<file path="src/rtl/max_search_pkg.sv">
// Shared types for the max-search job scheduler: FSM state encoding and the
// captured response record.
package max_search_pkg;

  typedef enum logic [1:0] {
    IDLE  = 2'd0,
    START = 2'd1,
    BUSY  = 2'd2,
    RESP  = 2'd3
  } state_t;

  // Record fields are sized for the widest supported configuration
  // (DATA_WIDTH up to 32, up to 2^16 rows/cols/requesters); users slice.
  localparam int RSP_MAX_W = 34;
  localparam int RSP_IDX_W = 16;

  typedef struct packed {
    logic [RSP_MAX_W-1:0] max;
    logic [RSP_IDX_W-1:0] row;
    logic [RSP_IDX_W-1:0] col;
    logic                 err;
    logic [RSP_IDX_W-1:0] id;
  } rsp_t;

  // Single-step modulo wrap for values in [0, 2n).
  function automatic int wrap_idx(input int v, input int n);
    return (v >= n) ? v - n : v;
  endfunction

endpackage

</file>
<file path="src/rtl/max_search_sched_rr_arbiter.sv">
// Combinational round-robin pick: lowest requesting index at or after ptr,
// wrapping modulo N. The pointer itself is owned by the caller.
module rr_arbiter
  import max_search_pkg::*;
#(
  parameter int N = 4
) (
  input  logic [N-1:0]         req,
  input  logic [$clog2(N)-1:0] ptr,
  output logic [$clog2(N)-1:0] grant_id,
  output logic                 any_req
);

  localparam int W = $clog2(N);

  int   idx;
  logic found;

  always_comb begin
    grant_id = '0;
    found    = 1'b0;
    idx      = 0;
    for (int i = 0; i < N; i++) begin
      idx = wrap_idx(int'(ptr) + i, N);
      if (!found && req[idx[W-1:0]]) begin
        grant_id = W'(idx);
        found    = 1'b1;
      end
    end
  end

  assign any_req = |req;

endmodule

</file>
<file path="src/rtl/max_search_sched.sv">
// Schedules one search job at a time onto a shared max-search engine,
// guarding each job with a watchdog and holding the result until consumed.
module max_search_sched
  import max_search_pkg::*;
#(
  parameter int NUM_REQ    = 4,
  parameter int DATA_WIDTH = 8,
  parameter int ROWS       = 8,
  parameter int COLS       = 8,
  parameter int TIMEOUT    = 80
) (
  input  logic                       clk,
  input  logic                       rst,
  input  logic [NUM_REQ-1:0]         req_valid,
  output logic [NUM_REQ-1:0]         req_ready,
  output logic                       eng_start,
  output logic [$clog2(NUM_REQ)-1:0] eng_sel,
  input  logic                       eng_done,
  input  logic [DATA_WIDTH+1:0]      eng_max,
  input  logic [$clog2(ROWS)-1:0]    eng_row,
  input  logic [$clog2(COLS)-1:0]    eng_col,
  output logic                       rsp_valid,
  input  logic                       rsp_ready,
  output logic [$clog2(NUM_REQ)-1:0] rsp_id,
  output logic [DATA_WIDTH+1:0]      rsp_max,
  output logic [$clog2(ROWS)-1:0]    rsp_row,
  output logic [$clog2(COLS)-1:0]    rsp_col,
  output logic                       rsp_err
);

  localparam int SEL_W = $clog2(NUM_REQ);
  localparam int ROW_W = $clog2(ROWS);
  localparam int COL_W = $clog2(COLS);
  localparam int MAX_W = DATA_WIDTH + 2;
  localparam int WD_W  = $clog2(TIMEOUT + 1);

  state_t            state_q, state_d;
  logic [SEL_W-1:0]  ptr_q, ptr_d;
  logic [SEL_W-1:0]  sel_q, sel_d;
  logic [WD_W-1:0]   wd_q, wd_d;
  rsp_t              rsp_q, rsp_d;
  logic [SEL_W-1:0]  grant_id;
  logic              any_req;

  rr_arbiter #(.N(NUM_REQ)) u_arb (
    .req      (req_valid),
    .ptr      (ptr_q),
    .grant_id (grant_id),
    .any_req  (any_req)
  );

  always_ff @(posedge clk) begin
    if (rst) begin
      state_q <= IDLE;
      ptr_q   <= '0;
      sel_q   <= '0;
      wd_q    <= '0;
      rsp_q   <= '0;
    end else begin
      state_q <= state_d;
      ptr_q   <= ptr_d;
      sel_q   <= sel_d;
      wd_q    <= wd_d;
      rsp_q   <= rsp_d;
    end
  end

  always_comb begin
    state_d   = state_q;
    ptr_d     = ptr_q;
    sel_d     = sel_q;
    wd_d      = wd_q;
    rsp_d     = rsp_q;
    eng_start = 1'b0;
    rsp_valid = 1'b0;
    req_ready = '0;
    case (state_q)
      IDLE: begin
        if (any_req) begin
          sel_d   = grant_id;
          state_d = START;
        end
      end
      START: begin
        eng_start = 1'b1;
        wd_d      = '0;
        state_d   = BUSY;
      end
      BUSY: begin
        wd_d = wd_q + 1'b1;
        // A result arriving on the last watchdog cycle still counts as success.
        if (eng_done) begin
          rsp_d.max = RSP_MAX_W'(eng_max);
          rsp_d.row = RSP_IDX_W'(eng_row);
          rsp_d.col = RSP_IDX_W'(eng_col);
          rsp_d.err = 1'b0;
          rsp_d.id  = RSP_IDX_W'(sel_q);
          state_d   = RESP;
        end else if (wd_q == WD_W'(TIMEOUT - 1)) begin
          rsp_d     = '0;
          rsp_d.err = 1'b1;
          rsp_d.id  = RSP_IDX_W'(sel_q);
          state_d   = RESP;
        end
      end
      RESP: begin
        rsp_valid = 1'b1;
        if (rsp_ready) begin
          req_ready[sel_q] = 1'b1;
          ptr_d            = SEL_W'(wrap_idx(int'(sel_q) + 1, NUM_REQ));
          state_d          = IDLE;
        end
      end
      default: state_d = IDLE;
    endcase
  end

  assign eng_sel = sel_q;
  assign rsp_id  = rsp_q.id[SEL_W-1:0];
  assign rsp_max = rsp_q.max[MAX_W-1:0];
  assign rsp_row = rsp_q.row[ROW_W-1:0];
  assign rsp_col = rsp_q.col[COL_W-1:0];
  assign rsp_err = rsp_q.err;

  // Upper record bits beyond this configuration's widths are never read.
  logic unused_rsp_bits;
  assign unused_rsp_bits = ^rsp_q;

endmodule

</file>
<file path="config.mk">
export PLATFORM = sky130hd
export DESIGN_NAME = max_search_sched
export DESIGN_NICKNAME = d
export VERILOG_FILES = /design/src/rtl/max_search_pkg.sv /design/src/rtl/max_search_sched_rr_arbiter.sv /design/src/rtl/max_search_sched.sv
export SDC_FILE = /design/constraint.sdc
export NUM_CORES = 1
export LEC_CHECK = 0
export ABC_CLOCK_PERIOD_IN_PS = 1850
export CORE_MARGIN = 2
export CORE_UTILIZATION = 35
export CTS_BUF_LIST = sky130_fd_sc_hd__clkbuf_4
export DETAILED_ROUTE_END_ITERATION = 10
export PLACE_DENSITY = 0.62
export SYNTH_ARGS = -nofsm -noshare
export SYNTH_HDL_FRONTEND = slang
export SYNTH_SLANG_ARGS = --single-unit
</file>
<file path="constraint.sdc">
create_clock -name clk -period 1.85 [get_ports clk]
set_input_delay 0.37 -clock clk [delete_from_list [all_inputs] [get_ports clk]]
set_output_delay 0.37 -clock clk [all_outputs]
set_load 0.01 [all_outputs]
</file>
-- After elaboration in Yosys (flattened, before gate mapping)
Cells that the tools add are included.
- $lt $le $gt $ge: 11
- reduce and logical (&&, ||, !) cells: 15
- muxes and demuxes: 34
- add/sub/neg operators: 10
- equality and inequality tests: 7
- operators by type and width (kind ; number):
    $mux 59 ; 2
    $mux 2 ; 13
    $lt 2x3->1 const B ; 5
    $pmux 7 s2 ; 1
    $ge 3x3->1 const B ; 4
    $mux 1 ; 10
    $sub 2x1->2 const B ; 5
    $bmux 1 s2 ; 4
    $mux 4 ; 2
    $pmux 2 s4 ; 1
    $add 7x1->7 const B ; 1
    $eq 7x7->1 const B ; 1
    $add 2x1->3 const B ; 2
    $add 2x2->3 const B ; 2
    $reduce_and 2->1 ; 3
    $eq 2x2->1 const B ; 2
    $logic_and 1x1->1 ; 4
    $ne 2x2->1 const B ; 2
    $reduce_bool 2->1 ; 2
    $reduce_or 4->1 ; 1
    $ge 2x3->1 const B ; 1
    $logic_not 1->1 ; 3
    $ne 3x3->1 const B ; 1
    $reduce_and 3->1 ; 1
    other kinds (4) ; 4
- register bits after elaboration: 32
- input bits: 24
- logic and storage cells: 86

-- Longest topological paths before layout
Gate-level depths: netlist of run 1.
- depth in word-level cells: 14
- gate-level depth with buffers: 6

-- Modules after synthesis
Synthesis of run 1 repeated with hierarchy kept, for this count alone.
- cell total of the unflattened synthesis: 148
- area total of the unflattened synthesis: 1436.4 sq um
- by module, submodules not included (module ; instances ; area each (sq um) ; cells each):
    max_search_sched ; 1 ; 1358.8 ; 133
    rr_arbiter ; 1 ; 77.6 ; 15

-- Least setup slack after synthesis of run 1
No wires, ideal clock.
- path kind: reg2reg
- from: register wd_q[0]
- to: register rsp_q, in the netlist rsp_col[2]
- data arrival time: 1.437 ns
- path buffers: 1
- data required time: 1.733 ns
- path slack: 0.296 ns
- stages on the path, launching flop included: 7
- cells stage by stage: dfxtp_1 ha_1 nand2_2 o41ai_4 a21oi_2 buf_6 a22o_1
- longest elaborated chain between the ends: 3
- RTL lines (item ; line ; RTL):
    from (decl) ; max_search_sched.sv:40 ; logic [WD_W-1:0] wd_q, wd_d;
    from (signal assigned) ; max_search_sched.sv:63 ; wd_q <= wd_d;
    $eq 7x7->1 ; max_search_sched.sv:99 ; end else if (wd_q == WD_W'(TIMEOUT - 1)) begin
    $reduce_bool 2->1 (no line) ; - ;
    $reduce_and 2->1 (no line) ; - ;
    to (signal assigned) ; max_search_sched.sv:64 ; rsp_q <= rsp_d;
    to (decl) ; max_search_sched.sv:41 ; rsp_t rsp_q, rsp_d;
No other way between the ends.
A chain may end at the register's enable or synchronous reset.

-- Worst setup path after layout of run 1
- from: register state_q[0]
- to: output port rsp_valid
- longest elaborated chain between the ends: 2
- RTL lines (item ; line ; RTL):
    from (decl) ; max_search_sched.sv:37 ; state_t state_q, state_d;
    from (signal assigned) ; max_search_sched.sv:60 ; state_q <= state_d;
    $eq 2x2->1 ; max_search_sched.sv:77 ; case (state_q)
    $mux 1 ; max_search_sched.sv:77 ;
    to (decl) ; max_search_sched.sv:22 ; output logic rsp_valid,
No other way between the ends.

==> results of run 1 <==
## layout make-up
type                            instances  area (sq um)
Timing Repair Buffer                   57           547
Clock inverter                          3          13.8
Clock buffer                            5          37.5
Inverter                                9          33.8
Tap cell                               50          62.6
Fill cell                             359          1880
Sequential cell                        32           648
Multi-Input combinational cell         98           744
## critical path, stage by stage, from the launching register on
cell	delay, ns
dfxtp_2	0.38
ha_4	0.17
clkdlybuf4s50_1	0.54
## report_power, final
part	internal, mW	leakage, nW	total [mW]	switching, mW
logic	0.325	0.530	0.633	0.308
clock network	0.139	0.0324	0.382	0.243
registers	0.778	0.261	0.848	0.0700
## per-layer routing
| metal | vias up | global-route usage, % |
|---|---|---|
| met2 | 22 | 25.7 |
| met4 | 0 | 7.50 |
| met3 | 5 | 4.28 |
| li1 | 632 | - |
| met1 | 599 | 18.3 |
| met5 | - | 0 |
## path summary, 6_finish.rpt
check,startpoint,endpoint,slack [ns],cells after the start
setup / recovery,state_q[0],rsp_valid,0.06,2
hold / removal,rsp_row[1],rsp_row[1],0.49,1
setup reg to reg,wd_q[0],rsp_max[1],0.19,5
hold reg to reg,rsp_row[1],rsp_row[1],0.49,1
## logic make-up after synthesis
kind of cell    count (synthesis)
compound gates                 40
xor+xnor                        4
fa+ha+maj                      10
buf+inv                        13
flops                          32
mux                             4
simple gates                   40
## cells in the final DEF (no fill, tap or decap), types with 2 or more instances in the layout
cell type | netlist | layout
dfxtp_1 | 32 | 28
and3_1 | 4 | 4
or3_1 | 2 | 2
clkdlybuf4s50_1 | 0 | 45
inv_1 | 9 | 9
clkinv_2 | 0 | 2
nor2_1 | 8 | 8
a21oi_1 | 10 | 10
nand4_1 | 2 | 2
a22o_1 | 10 | 10
o21ai_0 | 5 | 5
a22o_2 | 6 | 6
clkbuf_4 | 0 | 5
dfxtp_2 | 0 | 3
dlygate4sd2_1 | 0 | 5
ha_1 | 10 | 8
nand2b_1 | 9 | 9
nand2_1 | 7 | 7
buf_4 | 0 | 7
mux2i_1 | 4 | 4
nor4_1 | 2 | 2
xor2_1 | 3 | 3
## flip-flops by register name (all words and copies together), names as in the netlist, 2 cells and up
name,count
eng_sel,2
ptr_q,2
rsp_max,10
wd_q,7
state_q,2
rsp_id,2
rsp_col,3
rsp_row,3
## Yosys cell counts (2+ instances only)
cell	number	share of area, %
ha_1	10	8.8
a22o_1	10	6.1
and3_1	4	1.8
nand4_1	2	0.88
nor2_1	8	2.1
o21ai_0	5	1.8
xor2_1	3	1.8
or3_1	2	0.88
buf_2	2	0.70
nand2b_1	9	3.9
mux2i_1	4	2.8
a21oi_1	10	3.5
a22o_2	6	4.2
nor4_1	2	0.88
nand2_1	7	1.8
dfxtp_1	32	45
inv_1	9	2.4
## through the flow
stage / std cells / setup TNS (ns)
floorplan: 143 / 0
global placement: 246 / -0.740
detailed placement: 246 / -1.70
CTS: 254 / 0
global route: 254 / 0
finish: 254 / 0
## repair_timing
action / in CTS / in global routing
endpoints found under the setup margin: 6 / 13
setup buffers: 0 / 0
resized for setup: 12 / 1
pin swaps: 0 / 1
==> qor.yml, run 1 <==
outcome:
  status: "completed"
clocking:
  clock_sinks: 32
  clk_pin_slew_ns: 0.10
  cts_tree: "built"
  cts_made_buffers: 5
  worstSkewPairLatency_ns: 0.33
  hold_buffers: 0
  cts_root_buffer: "clkbuf_4"
  htreeDepth: 2
  cts_buffer_depth: 2
cells_and_area:
  nets: 237
  final_layout_size_suffix_gt1_share_pct: 15.2
  num_antenna_cells: 0
  fin_util_pct: 52.6
  design_area_sq_um: 2090
  area_growth_pct: 46.1
logic_synthesis:
  syn_area_sq_um: 1430
  synth_top_family_by_area: "compound AO/OA/AOI/OAI gates"
  ys.flop_type: "dfxtp_1"
  synthAdderAreaFrac_pct: 8.76
  syn_nets: 177
  synth_compound_area_share_pct: 21.7
  synth_cell_types: 35
  synth_edf_count: 0
  syn_avg_cell_area_sq_um: 9.99
  synthMuxAreaShare_pct: 2.80
  synth-simple-area-share_pct: 15.3
  async_reset_ff_share_pct: 0
  synth_xor_area_share_pct: 2.45
  ys_ff_latch: 32
  synth.yosys.seq_area_share_pct: 44.8
  yosys_warnings: 0
  synthCells: 143
global_route:
  grt_overflow: 0
  grt_pass1_vias: 1205
  grt_first_pass_wirelength_mm: 5.29
  grt_util_all_layers_pct: 15.4
  antenna_found_initial: 0
  grt_max_degree: 17
sta:
  clock_skew_ns: 0.00389
  min_period_ns: 1.79
  rsz0062_at_grt: "false"
  holdWs_ns: 0.488
  tightest_slew_ns: 0.681
  slew_violations: 0
  setup_viol: 0
  max_freq_mhz: 560
  slew_headroom_pct: 54.6
  post-route-period-util_pct: 96.5
  hold_viol_final: 0
  setup_ws_ns: 0.0639
detailed_routing:
  wl_per_cell_microns: 13.4
  vias: 1258
  vias_per_cell: 4.95
  drc: 0
  wirelength_mm: 3.40
  met1_length_mm: 1.51
  wl_met3_microns: 171
  antenna_left: 0
  dr.pass1.iters: 4
  dr_wl_met2_mm: 1.66
  drt-initial-drc-count: 56
  highest_layer: "met4"
power_and_ir_drop:
  power_mw: 1.86
  power.density_nw_per_um2: 893
  p_leak_nw: 0.824
  vdd_drop_max_uv: 415
floorplan:
  die-height_microns: 67.9
  ioPinCount: 51
  core_area_sq_um: 3970
  die_x_microns: 67.9
  initial_core_util_pct: 36.0
  num_rows: 23
  die_area_sq_um: 4610
worst_setup_path:
  critPathKind: "flop to primary output"
  crit_arrival_ns: 1.42
  cp_max_fo: 8
  endpoint_kind: "primary output"
  cp-start-kind: "flop"
  cp.required_ns: 1.48
flow_run:
  maxCapViolCount: 0
placed_design:
  hpwlAfterDp_mm: 2.58
  pre_cts_slack_ns: -0.118
  placed_area_sq_um: 2020
  port_buffers: 50
  place_congestion: 0.753
min_path:
  hold_class: "flop to flop"
Note: power is estimated with default switching activity, not from simulation.
==> run 2, diff against run 1 <==
Settings changed: REMOVE_ABC_BUFFERS from default to 1.
==> qor.yml, run 2 (synthesis results as in run 1) <==
outcome:
  status: "completed"
detailed_routing:
  wirelength_mm: 3.32  # -2.2%
  drc: 0  # unchanged
  dr.pass1.iters: 4  # unchanged
  drt-initial-drc-count: 51  # -8.9%
  vias: 1285  # +2.1%
  wl_per_cell_microns: 13.0  # -2.6%
  antenna_left: 0  # unchanged
  vias_per_cell: 5.04  # +1.7%
sta:
  slew_headroom_pct: 69.5  # +15 points
  setup_viol: 0  # unchanged
  clock_skew_ns: 0.00663  # +0.00274 ns
  tightest_slew_ns: 0.457  # -0.224 ns
  hold_viol_final: 0  # unchanged
  setup_ws_ns: 0.0767  # +0.0128 ns
  post-route-period-util_pct: 95.9  # -0.69 points
  slew_violations: 0  # unchanged
  max_freq_mhz: 564  # +0.72%
  min_period_ns: 1.77  # -0.0128 ns
  rsz0062_at_grt: "false"
min_path:
  holdPathStages: 1  # unchanged
  hold_class: "flop to flop"
floorplan:
  num_rows: 23  # unchanged
  initial_core_util_pct: 36.0  # unchanged
  die_area_sq_um: 4610  # unchanged
  ioPinCount: 51  # unchanged
  die_x_microns: 67.9  # unchanged
  core_area_sq_um: 3970  # unchanged
  die-height_microns: 67.9  # unchanged
placed_design:
  dp_cells: 247  # +0.41%
  port_buffers: 50  # unchanged
  place_congestion: 0.749  # -0.62%
  hpwlAfterDp_mm: 2.50  # -3.2%
  pre_cts_slack_ns: -0.154  # -0.0357 ns
power_and_ir_drop:
  p_leak_nw: 0.841  # +2.0%
  power.density_nw_per_um2: 941  # +5.4%
  power.share.switching_pct: 31.1  # -2.2 points
  vdd_drop_max_uv: 492  # +19%
  clkPwrFrac_pct: 25.3  # +4.8 points
  p_switching_mw: 0.622  # +0.26%
  pwr-share-comb_pct: 32.0  # -2.0 points
  power.internal_mw: 1.38  # +11%
  power_mw: 2.00  # +7.4%
  pwr-share-seq_pct: 42.7  # -2.8 points
worst_setup_path:
  crit_arrival_ns: 1.40  # -0.02 ns
  worst-r2r-cell-count: 6  # +1
  crit_buf_inv: 1  # unchanged
  cp.required_ns: 1.48  # about the same
  cp-start-kind: "flop"
  crit_path_cell_trace: "ha_4, clkdlybuf4s50_1"
  path_delay_family: "buffers and inverters"
  critPathKind: "flop to primary output"
  critical-path-max-stage-delay_ns: 0.53  # about the same
  cpMaxStageDelayCell: "clkdlybuf4s50_1"
  cp_num_cells: 2  # unchanged
  cp_max_fo: 8  # unchanged
  endpoint_kind: "primary output"
cells_and_area:
  largest_reg_flops: 10  # unchanged
  final_cells: 255  # +0.39%
  seq_area_sq_um: 653  # +0.77%
  final_layout_size_suffix_gt1_share_pct: 14.6  # -0.56 points
  final_common_cell: "clkdlybuf4s50_1"
  multi_input_area_sq_um: 749  # +0.67%
  area_growth_pct: 48.9
  nFillCells: 363  # +1.1%
  nets: 238  # +0.42%
  num_antenna_cells: 0  # unchanged
  layout_common_cells: "clkdlybuf4s50_1 (44), dfxtp_1 (28), a22o_1 (10), a21oi_1 (10)"
  fin_util_pct: 53.6  # +1.0 points
global_route:
  grt_first_pass_wirelength_mm: 5.71  # +8.0%
  antenna_found_initial: 0  # unchanged
  grt_pass1_vias: 1308  # +8.5%
  grt_util_all_layers_pct: 16.5  # +1.0 points
  grt_overflow: 0  # unchanged
  grt_max_degree: 17  # unchanged
clocking:
  clock_sinks: 32  # unchanged
  worstSkewPairLatency_ns: 0.32  # about the same
  htreeDepth: 2  # unchanged
  post-cts-setup-buffer-count: 0  # unchanged
  cts_tree: "built"
  cts_made_buffers: 5  # unchanged
  cts_buffer_depth: 2  # unchanged
  hold_buffers: 0  # unchanged
  clk_pin_slew_ns: 0.09  # about the same
  cts_root_buffer: "clkbuf_4"
flow_run:
  maxCapViolCount: 0  # unchanged
[run 2: cell count changes in the layout (fill, tap and decap cells not counted)]
cell	change
a21oi_4	+1
clkinv_1	+1
clkdlybuf4s50_1	-1
ha_2	-1
a21oi_2	-1
dlygate4sd2_1	+1
bufinv_16	+1
ha_1	+1
clkinv_2	-2
dfxtp_4	+2
buf_4	+1
dfxtp_2	-2
[run 2: layout make-up]
| cell class | instances | share of cell area [%] |
|---|---|---|
| multi-input cells | 98 | 35.2 |
| clock inverters | 3 | 1.76 |
| clock buffers | 5 | 1.76 |
| well taps | 50 | 2.94 |
| repair buffers | 58 | 26.0 |
| inverters | 9 | 1.59 |
| flip-flops and latches | 32 | 30.7 |
[run 2: power by group through the flow]
stage,Clock [mW],Combinational (mW),Sequential [mW]
6_report,0.506,0.641,0.855
5_1_grt,0.555,0.708,0.869
4_1_cts,0.526,0.646,0.855
3_5_place_dp,0,0.648,0.847
3_3_place_gp,0,0.620,0.842
2_1_floorplan,0,0.345,0.857
[run 2: final timing paths]
check / to / slack (ns) / start
worst min register to register: rsp_max[5] / 0.49 / rsp_max[5]
worst max register to register: state_q[0] / 0.11 / wd_q[0]
worst max-delay path: rsp_valid / 0.08 / state_q[0]
worst min-delay path: rsp_max[5] / 0.49 / rsp_max[5]
[run 2: repair_timing]
action                     in CTS  in global routing
setup endpoints to repair       6                  8
cloned                          0                  0
gates resized for setup        15                  1
[run 2: per-stage QoR]
stage	TNS [ns]	instance area [sq um]	hold slack, ns
5_1_grt	0	2130	0.511
6_report	0	2130	0.486
4_1_cts	0	2120	0.488
3_5_place_dp	-2.66	2030	0.458
2_1_floorplan	0	1400	0.439
3_3_place_gp	-0.922	2030	0.457
[run 2: routing by layer]
metal | up-vias | GRT usage, % | wire length, microns
li1 | 632 | - | -
met1 | 605 | 19.5 | 1470
met2 | 43 | 27.7 | 1550
met3 | 5 | 5.92 | 249
met4 | 0 | 5.50 | 42
met5 | - | 0 | 0
==> run 3, diff against run 2 <==
Settings changed: CELL_PAD_IN_SITES_DETAIL_PLACEMENT from default to 0, CELL_PAD_IN_SITES_GLOBAL_PLACEMENT from default to 2, CORE_UTILIZATION 35 to 27, PLACE_DENSITY 0.62 to 0.78, SETUP_SLACK_MARGIN from default to 0.2.
==> qor.yml, run 3 (synthesis results as in run 1) <==
cells_and_area:
  final_common_cell: "clkdlybuf4s50_1"
  nets: 246  # +3.4%
  num_antenna_cells: 0  # unchanged
  layout_common_cells: "clkdlybuf4s50_1 (31), dfxtp_1 (26), buf_4 (15), dlymetal6s2s_1 (11)"
  largest_reg_flops: 10  # unchanged
  final_layout_size_suffix_gt1_share_pct: 26.3  # +12 points
  fin_util_pct: 44.7  # -8.9 points
  area_growth_pct: 59.8
  final_cells: 283  # +11%
floorplan:
  die-height_microns: 76.7  # +13%
  num_rows: 26  # +13%
  ioPinCount: 51  # unchanged
  die_area_sq_um: 5890  # +28%
  initial_core_util_pct: 28.0  # -8.0 points
  die_x_microns: 76.7  # +13%
  core_area_sq_um: 5110  # +29%
global_route:
  grt_overflow: 0  # unchanged
  grt_max_degree: 17  # unchanged
  grt_first_pass_wirelength_mm: 5.74  # +0.60%
  grt_util_all_layers_pct: 12.1  # -4.4 points
  grt_pass1_vias: 1319  # +0.84%
  antenna_found_initial: 0  # unchanged
worst_setup_path:
  critPathKind: "flop to primary output"
  endpoint_kind: "primary output"
  cp-start-kind: "flop"
  cp.required_ns: 1.48  # about the same
  crit_arrival_ns: 1.24  # -0.16 ns
  cp_max_fo: 5  # -3
power_and_ir_drop:
  p_switching_mw: 0.696  # +12%
  p_leak_nw: 1.07  # +27%
  clkPwrFrac_pct: 23.8  # -1.5 points
  power.internal_mw: 1.48  # +7.3%
  power.density_nw_per_um2: 952  # +1.2%
  pwr-share-seq_pct: 39.3  # -3.4 points
  power_mw: 2.17  # +8.7%
  vdd_drop_max_uv: 517  # +5.1%
  pwr-share-comb_pct: 36.9  # +4.9 points
  power.share.switching_pct: 32.0  # +0.89 points
detailed_routing:
  vias_per_cell: 4.61  # -8.6%
  drc: 0  # unchanged
  wirelength_mm: 3.69  # +11%
  dr.pass1.iters: 4  # unchanged
  vias: 1304  # +1.5%
  antenna_left: 0  # unchanged
  drt-initial-drc-count: 61  # +20%
  wl_per_cell_microns: 13.0  # about the same
sta:
  setup_viol: 0  # unchanged
  rsz0062_at_grt: "true"
  hold_viol_final: 0  # unchanged
  slew_violations: 0  # unchanged
  clock_skew_ns: 0.0129  # +0.00623 ns
  holdWs_ns: 0.481  # -0.00508 ns
  post-route-period-util_pct: 87.0  # -8.9 points
  setup_ws_ns: 0.241  # +0.164 ns
  tightest_slew_ns: 0.393  # -0.0644 ns
  slew_headroom_pct: 73.7  # +4.3 points
  max_freq_mhz: 621  # +10%
  min_period_ns: 1.61  # -0.164 ns
clocking:
  cts_made_buffers: 5  # unchanged
  cts_tree: "built"
  cts_root_buffer: "clkbuf_4"
  worstSkewPairLatency_ns: 0.33  # about the same
  hold_buffers: 0  # unchanged
  clk_pin_slew_ns: 0.10  # about the same
  clock_sinks: 32  # unchanged
  cts_buffer_depth: 2  # unchanged
  htreeDepth: 2  # unchanged
placed_design:
  port_buffers: 50  # unchanged
  dp_cells: 264  # +6.9%
  pre_cts_slack_ns: -0.116  # +0.0374 ns
  place_congestion: 0.769  # +2.7%
  hpwlAfterDp_mm: 2.51  # +0.42%
outcome:
  status: "completed"
flow_run:
  maxCapViolCount: 0  # unchanged
min_path:
  hold_class: "flop to flop"
## run 3: cell types whose count changed in the layout (fill, tap and decap cells not counted), moves of 4 or more
cell | before | now
buf_4 | 8 | 15
ha_1 | 9 | 4
inv_1 | 9 | 5
clkdlybuf4s50_1 | 44 | 31
dlymetal6s2s_1 | 0 | 11
## run 3: area by class of cell
type	count	area [sq um]
clock buffer	5	37.5
clock inverter	3	37.5
fill	518	2820
inverter	9	37.5
multi-input combinational	99	812
sequential	32	653
tap	70	87.6
timing repair buffer	65	618
## run 3: worst paths after layout
kind | start | endpoint | slack, ns | cells past startpoint
worst max-delay path | eng_sel[1] | req_ready[1] | 0.24 | 4
worst min register to register | rsp_max[9] | rsp_max[9] | 0.48 | 1
worst min-delay path | rsp_max[9] | rsp_max[9] | 0.48 | 1
worst max register to register | state_q[0] | rsp_row[1] | 0.25 | 7
## run 3: metrics by stage
stage	instance area, sq um	TNS, ns
floorplan	1400	0
global placement	2030	-0.975
detailed placement	2030	-1.97
CTS	2140	0
global route	2280	0
finish	2280	0
## run 3: power groups by stage
stage | clock network, mW | registers (mW) | logic, mW
6_report | 0.517 | 0.855 | 0.802
5_1_grt | 0.567 | 0.869 | 0.884
4_1_cts | 0.536 | 0.848 | 0.680
3_5_place_dp | 0 | 0.845 | 0.659
3_3_place_gp | 0 | 0.845 | 0.645
2_1_floorplan | 0 | 0.857 | 0.345
## run 3: timing repair
action,CTS,global route
gates resized for setup,27,31
setup endpoints to repair,24,35
setup buffers,2,8
gates cloned,0,1
pin swaps,1,7
## run 3: routing by layer
layer / GRT usage (%) / up-vias / share of wire [%] / wire length [microns]
li1: - / 652 / - / -
met5: 0 / - / 0 / 0
met2: 20.4 / 48 / 47 / 1720
met1: 13.6 / 599 / 44 / 1610
met3: 5.88 / 5 / 8.5 / 313
met4: 3.27 / 0 / 1.1 / 41
## run 3: worst max-delay path: stages, from the launching register on
cell      delay, ns
dfxtp_4        0.39
inv_2          0.05
ha_1           0.17
and3_1         0.18
clkbuf_2       0.12
